===== src/rtl/ex_stage_pkg.sv =====
// Shared definitions for the execute stage: ALU operation codes, the
// multiplier FSM encoding, the EX/MEM register layout and the forwarding
// match helper.
package ex_stage_pkg;

   localparam int unsigned DataW = 32;
   localparam int unsigned RegW  = 5;

   typedef enum logic [2:0] {
      AluAdd = 3'b000,
      AluSub = 3'b001,
      AluAnd = 3'b010,
      AluOr  = 3'b011,
      AluSlt = 3'b100,
      AluNor = 3'b101,
      AluXor = 3'b110,
      AluMul = 3'b111
   } alu_op_e;

   typedef enum logic [1:0] {
      MulIdle = 2'b00,
      MulBusy = 2'b01,
      MulDone = 2'b10
   } mul_state_e;

   // Counter value of the final shift-add step (32 steps, 0..31).
   localparam logic [RegW-1:0] MulLastStep = 5'd31;

   typedef struct packed {
      logic             reg_write;
      logic             mem_to_reg;
      logic             mem_read;
      logic             mem_write;
      logic [DataW-1:0] alu;
      logic [DataW-1:0] wdata;
      logic [RegW-1:0]  dst;
   } exmem_t;

   // A producer forwards only if it writes a register other than R0 and that
   // register is the one being read.
   function automatic logic fwd_hit(input logic we, input logic [RegW-1:0] dst,
                                    input logic [RegW-1:0] src);
      return we && (dst != '0) && (dst == src);
   endfunction

endpackage


===== src/rtl/ex_stage_if.sv =====
// ID/EX inputs, MEM/WB forwarding inputs and EX/MEM outputs of the execute
// stage. master: the surrounding pipeline; slave: ex_stage.
//   flush_in, control bits, ALUOp_in, D1/D2/imm, Rs/Rt/Rd : ID/EX entry
//   wb_RegWrite_in, wb_Rd_in, wb_data_in                  : MEM/WB writeback
//   stall_out                                             : hold ID/EX and earlier
//   *_out controls, alu_out, wdata_out, dst_out           : EX/MEM register
interface ex_stage_if #(
   parameter int unsigned WIDTH = 32
);
   logic             flush_in;
   logic             RegWrite_in;
   logic             MemToReg_in;
   logic             MemRead_in;
   logic             MemWrite_in;
   logic             ALUSrc_in;
   logic             RegDst_in;
   logic [2:0]       ALUOp_in;
   logic [WIDTH-1:0] D1_in;
   logic [WIDTH-1:0] D2_in;
   logic [WIDTH-1:0] imm_in;
   logic [4:0]       Rs_in;
   logic [4:0]       Rt_in;
   logic [4:0]       Rd_in;
   logic             wb_RegWrite_in;
   logic [4:0]       wb_Rd_in;
   logic [WIDTH-1:0] wb_data_in;

   logic             stall_out;
   logic             RegWrite_out;
   logic             MemToReg_out;
   logic             MemRead_out;
   logic             MemWrite_out;
   logic [WIDTH-1:0] alu_out;
   logic [WIDTH-1:0] wdata_out;
   logic [4:0]       dst_out;

   modport master (
      output flush_in, RegWrite_in, MemToReg_in, MemRead_in, MemWrite_in, ALUSrc_in,
             RegDst_in, ALUOp_in, D1_in, D2_in, imm_in, Rs_in, Rt_in, Rd_in,
             wb_RegWrite_in, wb_Rd_in, wb_data_in,
      input  stall_out, RegWrite_out, MemToReg_out, MemRead_out, MemWrite_out,
             alu_out, wdata_out, dst_out
   );

   modport slave (
      input  flush_in, RegWrite_in, MemToReg_in, MemRead_in, MemWrite_in, ALUSrc_in,
             RegDst_in, ALUOp_in, D1_in, D2_in, imm_in, Rs_in, Rt_in, Rd_in,
             wb_RegWrite_in, wb_Rd_in, wb_data_in,
      output stall_out, RegWrite_out, MemToReg_out, MemRead_out, MemWrite_out,
             alu_out, wdata_out, dst_out
   );

endinterface


===== src/rtl/ex_stage_mul_unit.sv =====
// Iterative shift-add multiplier, one step per cycle, low WIDTH bits of the
// unsigned product.
//   clk, rst : clock, synchronous active-high reset
//   flush    : abandon any operation and return to idle
//   start    : accepted only in idle; a and b are latched then
//   busy     : shift-add steps in progress
//   done     : one cycle, product valid
//   product  : accumulator
module ex_stage_mul_unit
   import ex_stage_pkg::*;
#(
   parameter int unsigned WIDTH = 32
) (
   input  logic             clk,
   input  logic             rst,
   input  logic             flush,
   input  logic             start,
   input  logic [WIDTH-1:0] a,
   input  logic [WIDTH-1:0] b,
   output logic             busy,
   output logic             done,
   output logic [WIDTH-1:0] product
);

   mul_state_e       state_q, state_d;
   logic [RegW-1:0]  cnt_q, cnt_d;
   logic [WIDTH-1:0] mcand_q, mcand_d;
   logic [WIDTH-1:0] mplier_q, mplier_d;
   logic [WIDTH-1:0] acc_q, acc_d;

   always_ff @(posedge clk) begin
      if (rst) begin
         state_q  <= MulIdle;
         cnt_q    <= '0;
         mcand_q  <= '0;
         mplier_q <= '0;
         acc_q    <= '0;
      end else begin
         state_q  <= state_d;
         cnt_q    <= cnt_d;
         mcand_q  <= mcand_d;
         mplier_q <= mplier_d;
         acc_q    <= acc_d;
      end
   end

   always_comb begin
      state_d  = state_q;
      cnt_d    = cnt_q;
      mcand_d  = mcand_q;
      mplier_d = mplier_q;
      acc_d    = acc_q;
      unique case (state_q)
         MulIdle: begin
            if (start) begin
               mcand_d  = a;
               mplier_d = b;
               acc_d    = '0;
               cnt_d    = '0;
               state_d  = MulBusy;
            end
         end
         MulBusy: begin
            // Multiplicand shifts left, multiplier right; bits shifted past
            // WIDTH only affect the discarded high half.
            if (mplier_q[0]) acc_d = acc_q + mcand_q;
            mcand_d  = mcand_q << 1;
            mplier_d = mplier_q >> 1;
            cnt_d    = cnt_q + 5'd1;
            if (cnt_q == MulLastStep) state_d = MulDone;
         end
         MulDone: state_d = MulIdle;
         default: state_d = MulIdle;
      endcase
      if (flush) state_d = MulIdle;
   end

   assign busy    = (state_q == MulBusy);
   assign done    = (state_q == MulDone);
   assign product = acc_q;

endmodule


===== src/rtl/ex_stage.sv =====
// Execute stage: operand forwarding, single-cycle ALU, iterative multiplier
// and the EX/MEM pipeline register.
//   clk : rising-edge clock
//   rst : synchronous active-high reset
//   bus : ID/EX entry and MEM/WB forwarding in; stall and EX/MEM register out
module ex_stage
   import ex_stage_pkg::*;
#(
   parameter int unsigned WIDTH = 32
) (
   input logic       clk,
   input logic       rst,
   ex_stage_if.slave bus
);

   exmem_t           exmem_q, exmem_d;
   exmem_t           hold_q;
   logic [WIDTH-1:0] op_a, b_pre, op_b, alu_res;
   logic [RegW-1:0]  dst_sel;
   logic             is_mul, mul_start, mul_busy, mul_done, mul_idle, stall;
   logic [WIDTH-1:0] mul_product;

   // Forwarding: EX/MEM result wins over MEM/WB writeback.
   always_comb begin
      op_a = bus.D1_in;
      if (fwd_hit(exmem_q.reg_write, exmem_q.dst, bus.Rs_in)) begin
         op_a = exmem_q.alu;
      end else if (fwd_hit(bus.wb_RegWrite_in, bus.wb_Rd_in, bus.Rs_in)) begin
         op_a = bus.wb_data_in;
      end
      b_pre = bus.D2_in;
      if (fwd_hit(exmem_q.reg_write, exmem_q.dst, bus.Rt_in)) begin
         b_pre = exmem_q.alu;
      end else if (fwd_hit(bus.wb_RegWrite_in, bus.wb_Rd_in, bus.Rt_in)) begin
         b_pre = bus.wb_data_in;
      end
      op_b    = bus.ALUSrc_in ? bus.imm_in : b_pre;
      dst_sel = bus.RegDst_in ? bus.Rd_in : bus.Rt_in;
   end

   always_comb begin
      alu_res = '0;
      unique case (alu_op_e'(bus.ALUOp_in))
         AluAdd:  alu_res = op_a + op_b;
         AluSub:  alu_res = op_a - op_b;
         AluAnd:  alu_res = op_a & op_b;
         AluOr:   alu_res = op_a | op_b;
         AluSlt:  alu_res = {{(WIDTH-1){1'b0}}, ($signed(op_a) < $signed(op_b))};
         AluNor:  alu_res = ~(op_a | op_b);
         AluXor:  alu_res = op_a ^ op_b;
         AluMul:  alu_res = '0;  // result comes from the multiplier
         default: alu_res = '0;
      endcase
   end

   assign is_mul    = (bus.ALUOp_in == AluMul);
   assign mul_start = is_mul && !bus.flush_in;
   assign mul_idle  = !mul_busy && !mul_done;
   // The issue cycle stalls as well as the busy cycles; done releases the stall.
   assign stall     = !rst && !bus.flush_in && (mul_busy || (mul_idle && is_mul));

   ex_stage_mul_unit #(
      .WIDTH (WIDTH)
   ) u_mul_unit (
      .clk     (clk),
      .rst     (rst),
      .flush   (bus.flush_in),
      .start   (mul_start),
      .a       (op_a),
      .b       (op_b),
      .busy    (mul_busy),
      .done    (mul_done),
      .product (mul_product)
   );

   // Controls, store data and destination of an accepted multiply, captured
   // with the forwarded operands so they stay consistent with the product.
   always_ff @(posedge clk) begin
      if (rst) begin
         hold_q <= '0;
      end else if (mul_idle && mul_start) begin
         hold_q.reg_write  <= bus.RegWrite_in;
         hold_q.mem_to_reg <= bus.MemToReg_in;
         hold_q.mem_read   <= bus.MemRead_in;
         hold_q.mem_write  <= bus.MemWrite_in;
         hold_q.alu        <= '0;
         hold_q.wdata      <= b_pre;
         hold_q.dst        <= dst_sel;
      end
   end

   always_comb begin
      exmem_d = '0;  // bubble
      if (bus.flush_in || stall) begin
         exmem_d = '0;
      end else if (mul_done) begin
         exmem_d     = hold_q;
         exmem_d.alu = mul_product;
      end else begin
         exmem_d.reg_write  = bus.RegWrite_in;
         exmem_d.mem_to_reg = bus.MemToReg_in;
         exmem_d.mem_read   = bus.MemRead_in;
         exmem_d.mem_write  = bus.MemWrite_in;
         exmem_d.alu        = alu_res;
         exmem_d.wdata      = b_pre;
         exmem_d.dst        = dst_sel;
      end
   end

   always_ff @(posedge clk) begin
      if (rst) exmem_q <= '0;
      else     exmem_q <= exmem_d;
   end

   assign bus.stall_out    = stall;
   assign bus.RegWrite_out = exmem_q.reg_write;
   assign bus.MemToReg_out = exmem_q.mem_to_reg;
   assign bus.MemRead_out  = exmem_q.mem_read;
   assign bus.MemWrite_out = exmem_q.mem_write;
   assign bus.alu_out      = exmem_q.alu;
   assign bus.wdata_out    = exmem_q.wdata;
   assign bus.dst_out      = exmem_q.dst;

endmodule


===== src/flat_wrapper.sv =====
// flat-port wrapper written by rule: the top's interface ports become plain ports
module ex_stage_flat import ex_stage_pkg::*;
#(
   parameter int unsigned WIDTH = 32
)
  (clk, rst, bus_flush_in, bus_RegWrite_in, bus_MemToReg_in, bus_MemRead_in, bus_MemWrite_in, bus_ALUSrc_in, bus_RegDst_in, bus_ALUOp_in, bus_D1_in, bus_D2_in, bus_imm_in, bus_Rs_in, bus_Rt_in, bus_Rd_in, bus_wb_RegWrite_in, bus_wb_Rd_in, bus_wb_data_in, bus_stall_out, bus_RegWrite_out, bus_MemToReg_out, bus_MemRead_out, bus_MemWrite_out, bus_alu_out, bus_wdata_out, bus_dst_out);
  ex_stage_if #(.WIDTH(WIDTH)) bus_i ();
  input logic clk;
  input logic rst;
  input wire logic [$bits(bus_i.flush_in)-1:0] bus_flush_in;
  input wire logic [$bits(bus_i.RegWrite_in)-1:0] bus_RegWrite_in;
  input wire logic [$bits(bus_i.MemToReg_in)-1:0] bus_MemToReg_in;
  input wire logic [$bits(bus_i.MemRead_in)-1:0] bus_MemRead_in;
  input wire logic [$bits(bus_i.MemWrite_in)-1:0] bus_MemWrite_in;
  input wire logic [$bits(bus_i.ALUSrc_in)-1:0] bus_ALUSrc_in;
  input wire logic [$bits(bus_i.RegDst_in)-1:0] bus_RegDst_in;
  input wire logic [$bits(bus_i.ALUOp_in)-1:0] bus_ALUOp_in;
  input wire logic [$bits(bus_i.D1_in)-1:0] bus_D1_in;
  input wire logic [$bits(bus_i.D2_in)-1:0] bus_D2_in;
  input wire logic [$bits(bus_i.imm_in)-1:0] bus_imm_in;
  input wire logic [$bits(bus_i.Rs_in)-1:0] bus_Rs_in;
  input wire logic [$bits(bus_i.Rt_in)-1:0] bus_Rt_in;
  input wire logic [$bits(bus_i.Rd_in)-1:0] bus_Rd_in;
  input wire logic [$bits(bus_i.wb_RegWrite_in)-1:0] bus_wb_RegWrite_in;
  input wire logic [$bits(bus_i.wb_Rd_in)-1:0] bus_wb_Rd_in;
  input wire logic [$bits(bus_i.wb_data_in)-1:0] bus_wb_data_in;
  output wire logic [$bits(bus_i.stall_out)-1:0] bus_stall_out;
  output wire logic [$bits(bus_i.RegWrite_out)-1:0] bus_RegWrite_out;
  output wire logic [$bits(bus_i.MemToReg_out)-1:0] bus_MemToReg_out;
  output wire logic [$bits(bus_i.MemRead_out)-1:0] bus_MemRead_out;
  output wire logic [$bits(bus_i.MemWrite_out)-1:0] bus_MemWrite_out;
  output wire logic [$bits(bus_i.alu_out)-1:0] bus_alu_out;
  output wire logic [$bits(bus_i.wdata_out)-1:0] bus_wdata_out;
  output wire logic [$bits(bus_i.dst_out)-1:0] bus_dst_out;
  assign bus_i.flush_in = bus_flush_in;
  assign bus_i.RegWrite_in = bus_RegWrite_in;
  assign bus_i.MemToReg_in = bus_MemToReg_in;
  assign bus_i.MemRead_in = bus_MemRead_in;
  assign bus_i.MemWrite_in = bus_MemWrite_in;
  assign bus_i.ALUSrc_in = bus_ALUSrc_in;
  assign bus_i.RegDst_in = bus_RegDst_in;
  assign bus_i.ALUOp_in = bus_ALUOp_in;
  assign bus_i.D1_in = bus_D1_in;
  assign bus_i.D2_in = bus_D2_in;
  assign bus_i.imm_in = bus_imm_in;
  assign bus_i.Rs_in = bus_Rs_in;
  assign bus_i.Rt_in = bus_Rt_in;
  assign bus_i.Rd_in = bus_Rd_in;
  assign bus_i.wb_RegWrite_in = bus_wb_RegWrite_in;
  assign bus_i.wb_Rd_in = bus_wb_Rd_in;
  assign bus_i.wb_data_in = bus_wb_data_in;
  assign bus_stall_out = bus_i.stall_out;
  assign bus_RegWrite_out = bus_i.RegWrite_out;
  assign bus_MemToReg_out = bus_i.MemToReg_out;
  assign bus_MemRead_out = bus_i.MemRead_out;
  assign bus_MemWrite_out = bus_i.MemWrite_out;
  assign bus_alu_out = bus_i.alu_out;
  assign bus_wdata_out = bus_i.wdata_out;
  assign bus_dst_out = bus_i.dst_out;
  ex_stage #(.WIDTH(WIDTH)) u_core (.clk(clk), .rst(rst), .bus(bus_i));
endmodule

===== config.mk =====
export PLATFORM = sky130hd
export DESIGN_NAME = ex_stage_flat
export DESIGN_NICKNAME = d
export VERILOG_FILES = /design/src/rtl/ex_stage_pkg.sv /design/src/rtl/ex_stage_if.sv /design/src/rtl/ex_stage_mul_unit.sv /design/src/rtl/ex_stage.sv /design/src/flat_wrapper.sv
export SDC_FILE = /design/constraint.sdc
export NUM_CORES = 1
export LEC_CHECK = 0
export BUFFER_PORTS_ARGS = -buffer_cell sky130_fd_sc_hd__buf_4
export CORE_ASPECT_RATIO = 2
export CORE_UTILIZATION = 50
export CTS_CLUSTER_SIZE = 30
export DETAILED_ROUTE_END_ITERATION = 7
export HOLD_SLACK_MARGIN = 0.06
export PLACE_DENSITY = 0.79
export SYNTH_ARGS = -nofsm -noshare
export SYNTH_HDL_FRONTEND = slang
export SYNTH_SLANG_ARGS = --single-unit

===== constraint.sdc =====
create_clock -name clk -period 11.3 [get_ports clk]
set_input_delay 0 -clock clk [delete_from_list [all_inputs] [get_ports clk]]
set_output_delay 0 -clock clk [all_outputs]
set_load 0.01 [all_outputs]

# Word-level counts from Yosys, hierarchy flattened
# Index checks and enable logic that the tools add are counted.
# op_classes
n_lt_le_gt_ge	1
add_sub_neg	4
eq_ne	17
n_bitwise	4
mux	20
n_reduce_logical	28
# ops
operator	count
two-way mux 32 bit	9
one-hot mux 32 bit (8 select lines)	1
one-hot mux 32 bit (2 select lines)	3
two-way mux 73 bit	1
adder 32 bit	2
AND 32 bit	1
less-than comparator 32 bit	1
inverter 32 bit	1
OR 32 bit	1
subtractor 32 bit	1
XOR 32 bit	1
== test 5 bit	4
== test 3 bit, second input constant	4
logical AND 1 bit	12
two-way mux 5 bit	2
one-hot mux 5 bit (2 select lines)	1
nonzero test 5 bit	2
== test 3 x 2 -> 1 bit, second input constant	2
adder 5 x 1 -> 5 bit, second input constant	1
== test 5 bit, second input constant	1
logical NOT 1 bit	4
two-way mux 2 bit	2
inequality test 2 bit, second input constant	2
one-hot mux 2 bit (2 select lines)	1
11 further kinds	14
# word_totals
output_inout_bits	74
ff_bits	217

# Depth between registers and ports, before layout
# Gate-level depths: netlist (run 1).
# logic_depth
depth_word	10
depth_mapped	21
depth_no_buf	20

# Modules after synthesis
# A second synthesis (run 1) with hierarchy kept.
# hier_totals
hier_cells	2433
area_unflattened_um2	17755.8
# modules_own_cells
mod	seq_area_each_um2	area_per_inst_um2	cells_per_inst	instances
ex_stage	2282.2	11491.0	1567	1
ex_stage_mul_unit	2062.0	6264.8	866	1

# Worst setup path after synthesis (run 1)
# OpenSTA, ideal clock, no wires.
# synth_path
path_type	reg2reg
from	register u_core.exmem_q (netlist bit u_core.bus.dst_out[0])
to	register u_core.exmem_q (netlist bit u_core.bus.alu_out[31])
setup_time_ns	0.057
n_path_buf	1
slack_ns	6.472
path_stages_with_launch	20
arrival_time_ns	4.771
cell_sequence	dfxtp_1 xnor2_1 nand3_1 nor4_1 clkbuf_1 nand2_1 o21ai_1 mux2i_1 ha_1 nand2b_1 or3_4 a2111oi_4 o31a_1 a21o_1 a21oi_2 o211ai_2 a41oi_1 or4b_1 a311oi_1 or3_1
# synth_via
elab_chain_len	9
elab_cells_between_ends	17
cone_classes	2 x add/sub; 2 x eq/ne; 5 x mux; 4 x bitwise; 4 x reduce/logical
# synth_lines
element	line_no	source
start, declared	ex_stage.sv:16	exmem_t exmem_q, exmem_d;
start signal, assigned	ex_stage.sv:112	else exmem_q <= exmem_d;
parallel branches: the longest is 7 deep, another holds subtractor 32 bit	--	
one-hot mux 32 bit (8 select lines) *	ex_stage.sv:43	unique case (alu_op_e'(bus.ALUOp_in))
two-way mux 73 bit *	ex_stage.sv:96	end else if (mul_done) begin
# Every way passes the cells marked *.
# A chain may end at the register's enable or synchronous reset.

# Final worst setup path (run 1)
# layout_path
from	register u_core.exmem_q (netlist bit u_core.bus.dst_out[1])
to	register u_core.exmem_q (netlist bit u_core.bus.alu_out[24])
# The elaborated chain is that of the path after synthesis.

==> results of run 1 <==
-- path summary, 6_finish.rpt --
kind                            slack [ns]                              to
worst max-delay path                  5.59          u_core.bus.alu_out[24]
worst min-delay path                  0.07               u_core.hold_q[12]
worst max register to register        5.59          u_core.bus.alu_out[24]
worst min register to register        0.45  u_core.u_mul_unit.mplier_q[12]
-- cells by family (layout without fill, tap and decap cells) --
| kind of cell | after synthesis | count (layout) | share of synthesized area, % |
|---|---|---|---|
| buf+inv | 265 | 494 | 6.732 |
| compound gates | 668 | 668 | 24.57 |
| mux | 194 | 194 | 11.55 |
| xor+xnor | 73 | 73 | 3.797 |
| other cells | 0 | 1 | 0 |
| flops | 217 | 217 | 25.80 |
| fa+ha+maj | 135 | 135 | 10.16 |
| simple gates | 693 | 693 | 17.39 |
-- state kept, by name, summed over array words and instances (netlist names), 5 cells and up --
name	cells
u_core.bus.alu_out	32
u_core.u_mul_unit.cnt_q	5
u_core.u_mul_unit.mcand_q	32
u_core.hold_q	41
u_core.bus.dst_out	5
u_core.u_mul_unit.product	32
u_core.bus.wdata_out	32
u_core.u_mul_unit.mplier_q	32
-- routing by layer --
metal | wire length [um] | GRT usage (%) | part of all wire (%)
met1 | 23850 | 39.53 | 38
met2 | 31570 | 64.56 | 51
met3 | 3840 | 3.891 | 6.2
met4 | 3041 | 19.32 | 4.9
met5 | 0 | 0 | 0
-- layout make-up --
type / count / area share, %
clock buffer: 26 / 2.984
timing repair buffer: 341 / 13.61
clock inverter: 16 / 1.101
tap: 432 / 2.658
inverter: 111 / 2.049
sequential: 217 / 21.36
multi-input combinational: 1763 / 56.22
antenna: 1 / 0.01231
-- where the power goes --
part	switching [mW]	internal [mW]	total [mW]
Sequential	0.0188	0.788	0.807
Combinational	0.369	0.250	0.618
Clock	0.352	0.505	0.857
Total	0.740	1.54	2.28
-- what timing repair did --
action / CTS / global route
hold buffers: 83 / 0
endpoints found under the setup margin: 0 / 0
endpoints found under the hold margin: 115 / 0
-- cells in the mapped netlist, drive strengths merged, types with 17 or more instances --
cell and count:
nand2 348, o21ai 215, dfxtp 217, buf 32
a21oi 206, a22oi 19, nor3 25, xnor2 47
a221oi 21, clkbuf 121, xor2 26, a21o 31
a31oi 19, nor2 205, a211oi 48, nand3 28
inv 109, nor2b 17, ha 132, mux2i 192
-- worst register-to-register path: cells and delay by family (launching register included) --
| family | cells | cell delay, ns |
|---|---|---|
| xor gates and xnor gates | 1 | 0.15 |
| buffers and inverters | 2 | 0.43 |
| muxes | 1 | 0.30 |
| AOI/OAI and AO/OA | 8 | 2.13 |
| and+or+nand+nor | 7 | 1.57 |
| DFF | 1 | 0.35 |
| adders and majority gates | 2 | 0.70 |
==> qor.yml, run 1 <==
status:
  status: "complete, no violations"
placed_design:
  place_ws_ns: 5.642
  placed_cells: 2781
  globalplace.congestion: 0.9379
  dpl-instance-area_um2: 18670
  hpwl_um: 45200
  port-buffer-count: 234
timing:
  rsz0062_at_grt: "false"
  drv_slew: 0
  fmax_ghz: 0.1751
  totalNegativeSetupSlack_ns: 0
  finalHoldViolations: 0
  whs_ns: 0.07085
  post-route-period-util_pct: 50.53
  max_slew.worst_pin.slew_ns: 0.9913
  relSlewSlack_pct: 33.67
  setup_viol: 0
  period_needed_ns: 5.710
  skew_ns: 0.01890
  worst_slack_ns: 5.590
cells_and_area:
  fin_util_pct: 61.53
  multiInputGateArea_um2: 11430
  drive_gt1_share_pct: 13.82
  regArea_um2: 4344
  nNetsFinal: 2753
  layout_common_cells: "347 x nand2_1, 258 x buf_4, 217 x dfxtp_1"
  final_common_cell: "nand2_1"
  final_cell_area_um2: 20330
  area_growth_pct: 20.75
  finalNonFillerCells: 2907
  fill_cells: 2950
detailed_routing:
  routedWlPerCell_um: 21.43
  vias: 17740
  drtIter0Drc: 1660
  wl_um: 62300
  drc: 0
  postRouteAntennaNets: 0
  firstDrtPassIters: 7
  via_per_inst: 6.103
synth:
  yosysSeqAreaShare_pct: 25.80
  ys_types: 89
  syn-cell-area_um2: 16840
  async_reset_ff_share_pct: 0
  syn_area_per_cell_um2: 7.501
  yosysTopAreaCell: "dfxtp_1"
  netlist_instances: 2245
  synthTopCellsByArea: "dfxtp_1 26%, mux2i_1 11%, ha_1 9.8%, nand2_1 7.7%, a21oi_1 6.1%"
  synth_nets: 2541
  yosys_warnings: 0
  netlist.area_leader.share_pct: 25.80
  ys_ff_latch: 217
  dominantRegCellSynth: "dfxtp_1"
  synth-edff-count: 0
clocking:
  cts_buffers: 23
  post_cts.repair.setup_buffers: 0
  cts.sinks: 217
  root_buffer: "clkbuf_16"
  clk_latency_ns: 0.55
  clk_pin_slew_ns: 0.07
  post_cts_resized: 0
  clk_path_buf_depth: 3
  cts_htree_levels: 1
  cts_tree: "done"
power:
  p_total_mw: 2.282
  p_per_area_nw_per_um2: 112.2
  leakage_nw: 8.829
  vdd_ir_drop_max_mv: 0.1239
hold_path:
  min_path_type: "in -> reg"
  hold_path_depth: 5
  min_from: "bus_D2_in[7]"
global_routing:
  antenna_found_initial: 0
  globalRouteOverflowTotal: 0
  grt_pass1_wl_um: 96010
  grt_max_degree: 75
  grt_usage_pct: 35.19
  grt_pass1_vias: 17720
die:
  core_region_area_um2: 33050
  rows: 94
  die_width_um: 131.8
  dieHeight_um: 261.5
  io_pins: 235
  initial_utilization_pct: 50.95
  die-area_um2: 34460
critical_path:
  path_max_fanout: 64
  critical_path.top_delay_family: "compound AO/OA/AOI/OAI gates"
  crit_top_cell: "o21ai_1"
  critPathKind: "reg -> reg"
  startpoint: "u_core.bus.dst_out[1]"
  cpPeakStageDelay_ns: 0.65
  crit_slowest_cell: "a2111oi_0"
  reg2reg_depth: 21
  cp.buffers_inverters: 2
  worstPathRequired_ns: 11.74
  crit_chain: "or4_1, o21ai_1, nor4_2, buf_4, nand2_1, o21ai_1, mux2i_1, inv_1, ha_1, fa_1, nor2b_1, o221ai_1, a2111oi_0, nor4b_1, nor3_1, o21ai_1, o21ai_1, a31oi_1, xnor2_1, a221oi_1, nor2_1"
  reg2reg_from: "u_core.bus.dst_out[1]"
  cp_data_arrival_time_ns: 6.15
  worst-path-stages: 21
  worstSetupEndpointType: "flop"
  start_kind: "flop"
flow_run:
  cap_violations: 0
Note: power is estimated with default switching activity, not from simulation.
==> inputs of run 2 (changes only) <==
- ABC_AREA: unset -> 1
- PLACE_DENSITY: 0.79 -> 0.78
- clock period: 11.3 -> 5.95 ns (I/O delays scaled with it)
==> qor.yml, run 2 <==
synth:
  syn-cell-area_um2: 19360  # was 16840 um^2
  ys_types: 55  # was 89
  yosys_warnings: 0  # unchanged
  yosysTopAreaCell: "dfxtp_1"  # unchanged
  synth_nets: 3598  # was 2541
  synth_most_common_cell: "nand2_1"  # unchanged
  dominantRegCellSynth: "dfxtp_1"  # unchanged
  netlist.area_leader.share_pct: 22.43  # was 25.80%
  yosysSeqAreaShare_pct: 22.43  # was 25.80%
  syn_area_per_cell_um2: 5.864  # was 7.501 um^2
  netlist_top_cells_count: "882 x nand2_1, 492 x inv_1, 344 x a21oi_1"  # was 347 x nand2_1, 217 x dfxtp_1, 205 x a21oi_1, 205 x nor2_1, 192 x mux2i_1
  ys_ff_latch: 217  # unchanged
  synthTopCellsByArea: "dfxtp_1 22%, nand2_1 17%, inv_1 9.5%, a21oi_1 8.9%, ha_1 8.5%"  # was dfxtp_1 26%, mux2i_1 11%, ha_1 9.8%, nand2_1 7.7%, a21oi_1 6.1%
  async_reset_ff_share_pct: 0  # unchanged
  synth-edff-count: 0  # unchanged
  netlist_instances: 3302  # was 2245
hold_path:
  min_from: "bus_wb_data_in[13]"  # was bus_D2_in[7]
  min_path_type: "in -> reg"  # unchanged
  worstHoldEndpoint: "u_core.hold_q[18]"  # was u_core.hold_q[12]
  hold_path_depth: 6  # was 5
timing:
  skew_ns: 0.01878  # was 0.01890 ns
  fmax_ghz: 0.1883  # was 0.1751 GHz
  rsz0062_at_grt: "false"  # unchanged
  post-route-period-util_pct: 89.28  # was 50.53%
  relSlewSlack_pct: -7.191  # was 33.67%
  whs_ns: 0.07048  # was 0.07085 ns
  period_needed_ns: 5.312  # was 5.710 ns
  setup_viol: 0  # unchanged
  finalHoldViolations: 0  # unchanged
  max_slew.worst_pin.slew_ns: 1.591  # was 0.9913 ns
  drv_slew: 2  # was 0
  totalNegativeSetupSlack_ns: 0  # unchanged
placed_design:
  dpl-instance-area_um2: 21380  # was 18670 um^2
  placed_cells: 3937  # was 2781
  globalplace.congestion: 1.233  # was 0.9379
  hpwl_um: 72540  # was 45200 um
  port-buffer-count: 234  # unchanged
cells_and_area:
  nNetsFinal: 3892  # was 2753
  area_growth_pct: 22.14  # was 20.75%
  layout_common_cells: "882 x nand2_1, 491 x inv_1, 344 x a21oi_1"  # was 347 x nand2_1, 258 x buf_4, 217 x dfxtp_1
  fill_cells: 3697  # was 2950
  finalNonFillerCells: 4130  # was 2907
  final_common_cell: "nand2_1"  # unchanged
  final_cell_area_um2: 23650  # was 20330 um^2
  drive_gt1_share_pct: 10.08  # was 13.82%
  largest_reg_flops: 41  # unchanged
  regMostFlops: "u_core.hold_q"  # unchanged
clocking:
  clk_pin_slew_ns: 0.07  # about the same
  root_buffer: "clkbuf_16"  # unchanged
  cts_tree: "done"  # unchanged
  cts_buffers: 22  # was 23
  hold_buffers: 150  # was 83
  cts_htree_levels: 1  # unchanged
  cts.sinks: 217  # unchanged
  post_cts_resized: 0  # unchanged
  clk_path_buf_depth: 3  # unchanged
  clk_latency_ns: 0.56  # was 0.55 ns
  post_cts.repair.setup_buffers: 0  # unchanged
flow_run:
  cap_violations: 1  # was 0
die:
  die-area_um2: 39570  # was 34460 um^2
  io_pins: 235  # unchanged
  core_region_area_um2: 38040  # was 33050 um^2
  initial_utilization_pct: 50.91  # was 50.95%
  dieHeight_um: 280.3  # was 261.5 um
  die_width_um: 141.2  # was 131.8 um
  rows: 101  # was 94
critical_path:
  crit_chain: "xnor2_1, nand2_1, nor3_1, nand3_4, buf_12, nand3_1, o21ai_2, ha_1, inv_1, nor2_1, nand2_1, nand2_1, nand2_1, nand3_1, nand2_1, nand3b_1, nand2_1, nand3_1, nand3_1, nor2_1, nor2_1"  # was or4_1, o21ai_1, nor4_2, buf_4, nand2_1, o21ai_1, mux2i_1, inv_1, ha_1, fa_1, nor2b_1, o221ai_1, a2111oi_0, nor4b_1, nor3_1, o21ai_1, o21ai_1, a31oi_1, xnor2_1, a221oi_1, nor2_1
  r2r_slack_ns: 0.64  # was 5.59 ns
  cpPeakStageDelay_ns: 0.54  # was 0.65 ns
  critPathKind: "reg -> reg"  # unchanged
  crit_top_cell: "nand2_1"  # was o21ai_1
  rr_endpoint: "u_core.bus.alu_out[26]"  # was u_core.bus.alu_out[24]
  startpoint: "u_core.bus.dst_out[0]"  # was u_core.bus.dst_out[1]
  worstPathRequired_ns: 6.39  # was 11.74 ns
  worstSetupEndpointType: "flop"  # unchanged
  start_kind: "flop"  # unchanged
  crit_slowest_cell: "nor2_1"  # was a2111oi_0
  path_max_fanout: 44  # was 64
  cp_data_arrival_time_ns: 5.75  # was 6.15 ns
  reg2reg_from: "u_core.bus.dst_out[0]"  # was u_core.bus.dst_out[1]
  critical_path.top_delay_family: "simple AND/OR/NAND/NOR gates"  # was compound AO/OA/AOI/OAI gates
  reg2reg_depth: 21  # unchanged
  cp.buffers_inverters: 2  # unchanged
status:
  failed_checks: "capacitance limit, slew limit"
  status: "finished, violations left"  # was complete, no violations
detailed_routing:
  via_per_inst: 6.062  # was 6.103
  firstDrtPassIters: 7  # unchanged
  drtIter0Drc: 2873  # was 1660
  routedWlPerCell_um: 24.26  # was 21.43 um
  wl_um: 100200  # was 62300 um
  vias: 25030  # was 17740
  postRouteAntennaNets: 0  # unchanged
  drc: 0  # unchanged
global_routing:
  grt_pass1_vias: 24210  # was 17720
  grt_max_degree: 80  # was 75
  antenna_found_initial: 5  # was 0
  grt_pass1_wl_um: 147200  # was 96010 um
  globalRouteOverflowTotal: 0  # unchanged
  grt_usage_pct: 50.65  # was 35.19%
power:
  leakage_nw: 12.47  # was 8.829 nW
  vdd_ir_drop_max_mv: 0.1596  # was 0.1239 mV
  p_per_area_nw_per_um2: 210.0  # was 112.2 nW/um^2
run 2: cell count changes in the layout (fill, tap and decap cells not counted), moves of 20 or more:
cell	change
a21oi_1	+139
a21o_1	-23
a211oi_1	-44
inv_1	+388
nand2_1	+535
o21ai_0	+85
mux2i_1	-191
o21ai_2	+20
xnor2_1	-36
and2_1	+34
o21ai_1	-66
nor2_1	+46
nand3_1	+289
dlygate4sd3_1	+67
run 2: worst max path at each step:
stage / endpoint / cells past startpoint / slack [ns]
2_1_floorplan: u_core.bus.alu_out[22] / 26 / 2.80
3_3_place_gp: u_core.bus.alu_out[27] / 21 / 1.37
3_5_place_dp: u_core.bus.alu_out[27] / 21 / 1.27
4_1_cts: u_core.bus.alu_out[27] / 21 / 1.07
5_1_grt: u_core.bus.alu_out[26] / 17 / 0.43
6_report: u_core.bus.alu_out[26] / 21 / 0.64
run 2: cell type report:
type	instances	area [um^2]	area share (%)
diodes	4	10.01	0.04232
clock buffers	26	606.8	2.566
clock inverters	13	155.1	0.6560
inverters	504	1892	7.999
multi-input cells	2435	12490	52.80
flip-flops and latches	217	4344	18.37
well taps	515	644.4	2.725
repair buffers	416	3511	14.84
run 2: worst min-delay path, stage by stage:
cell and delay [ns]:
buf_4 0.10, nand3_1 0.07, nand3_1 0.15, and2_1 0.16, o21ai_0 0.07, inv_1 0.04
run 2: logic make-up (layout without fill, tap and decap cells):
family | after synthesis | count (layout) | synth area share [%]
adder cells (fa/ha/maj) | 135 | 135 | 8.839
flip-flops | 217 | 217 | 22.43
XOR/XNOR | 31 | 31 | 1.402
AO/OA/AOI/OAI | 686 | 686 | 19.44
multiplexers | 5 | 5 | 0.2908
AND/OR/NAND/NOR | 1578 | 1578 | 34.40
other | 0 | 4 | 0
buffers and inverters | 650 | 959 | 13.20
run 2: per-layer routing:
layer	global-route usage, %	routed length (um)	vias to the layer above
met5	0.1284	11	-
met4	54.71	12840	2
met3	18.88	12440	722
met2	80.39	44130	1862
met1	48.18	30760	11240
li1	-	-	11210
run 2: power by group:
group	total [mW]	internal (mW)	leakage (nW)	switching, mW
clock network	1.56	0.864	0.370	0.697
registers	1.60	1.53	1.77	0.0706
logic	1.80	0.568	10.3	1.24
total	4.97	2.96	12.5	2.00
run 2: per-stage QoR:
stage               util, %  setup slack (ns)  total power [mW]
floorplan                 -             2.804             2.572
global placement      56.20             1.370             3.190
detailed placement    56.20             1.268             3.194
CTS                   62.15             1.071             4.802
global route          62.15            0.4350             5.108
finish                62.18            0.6380             4.967
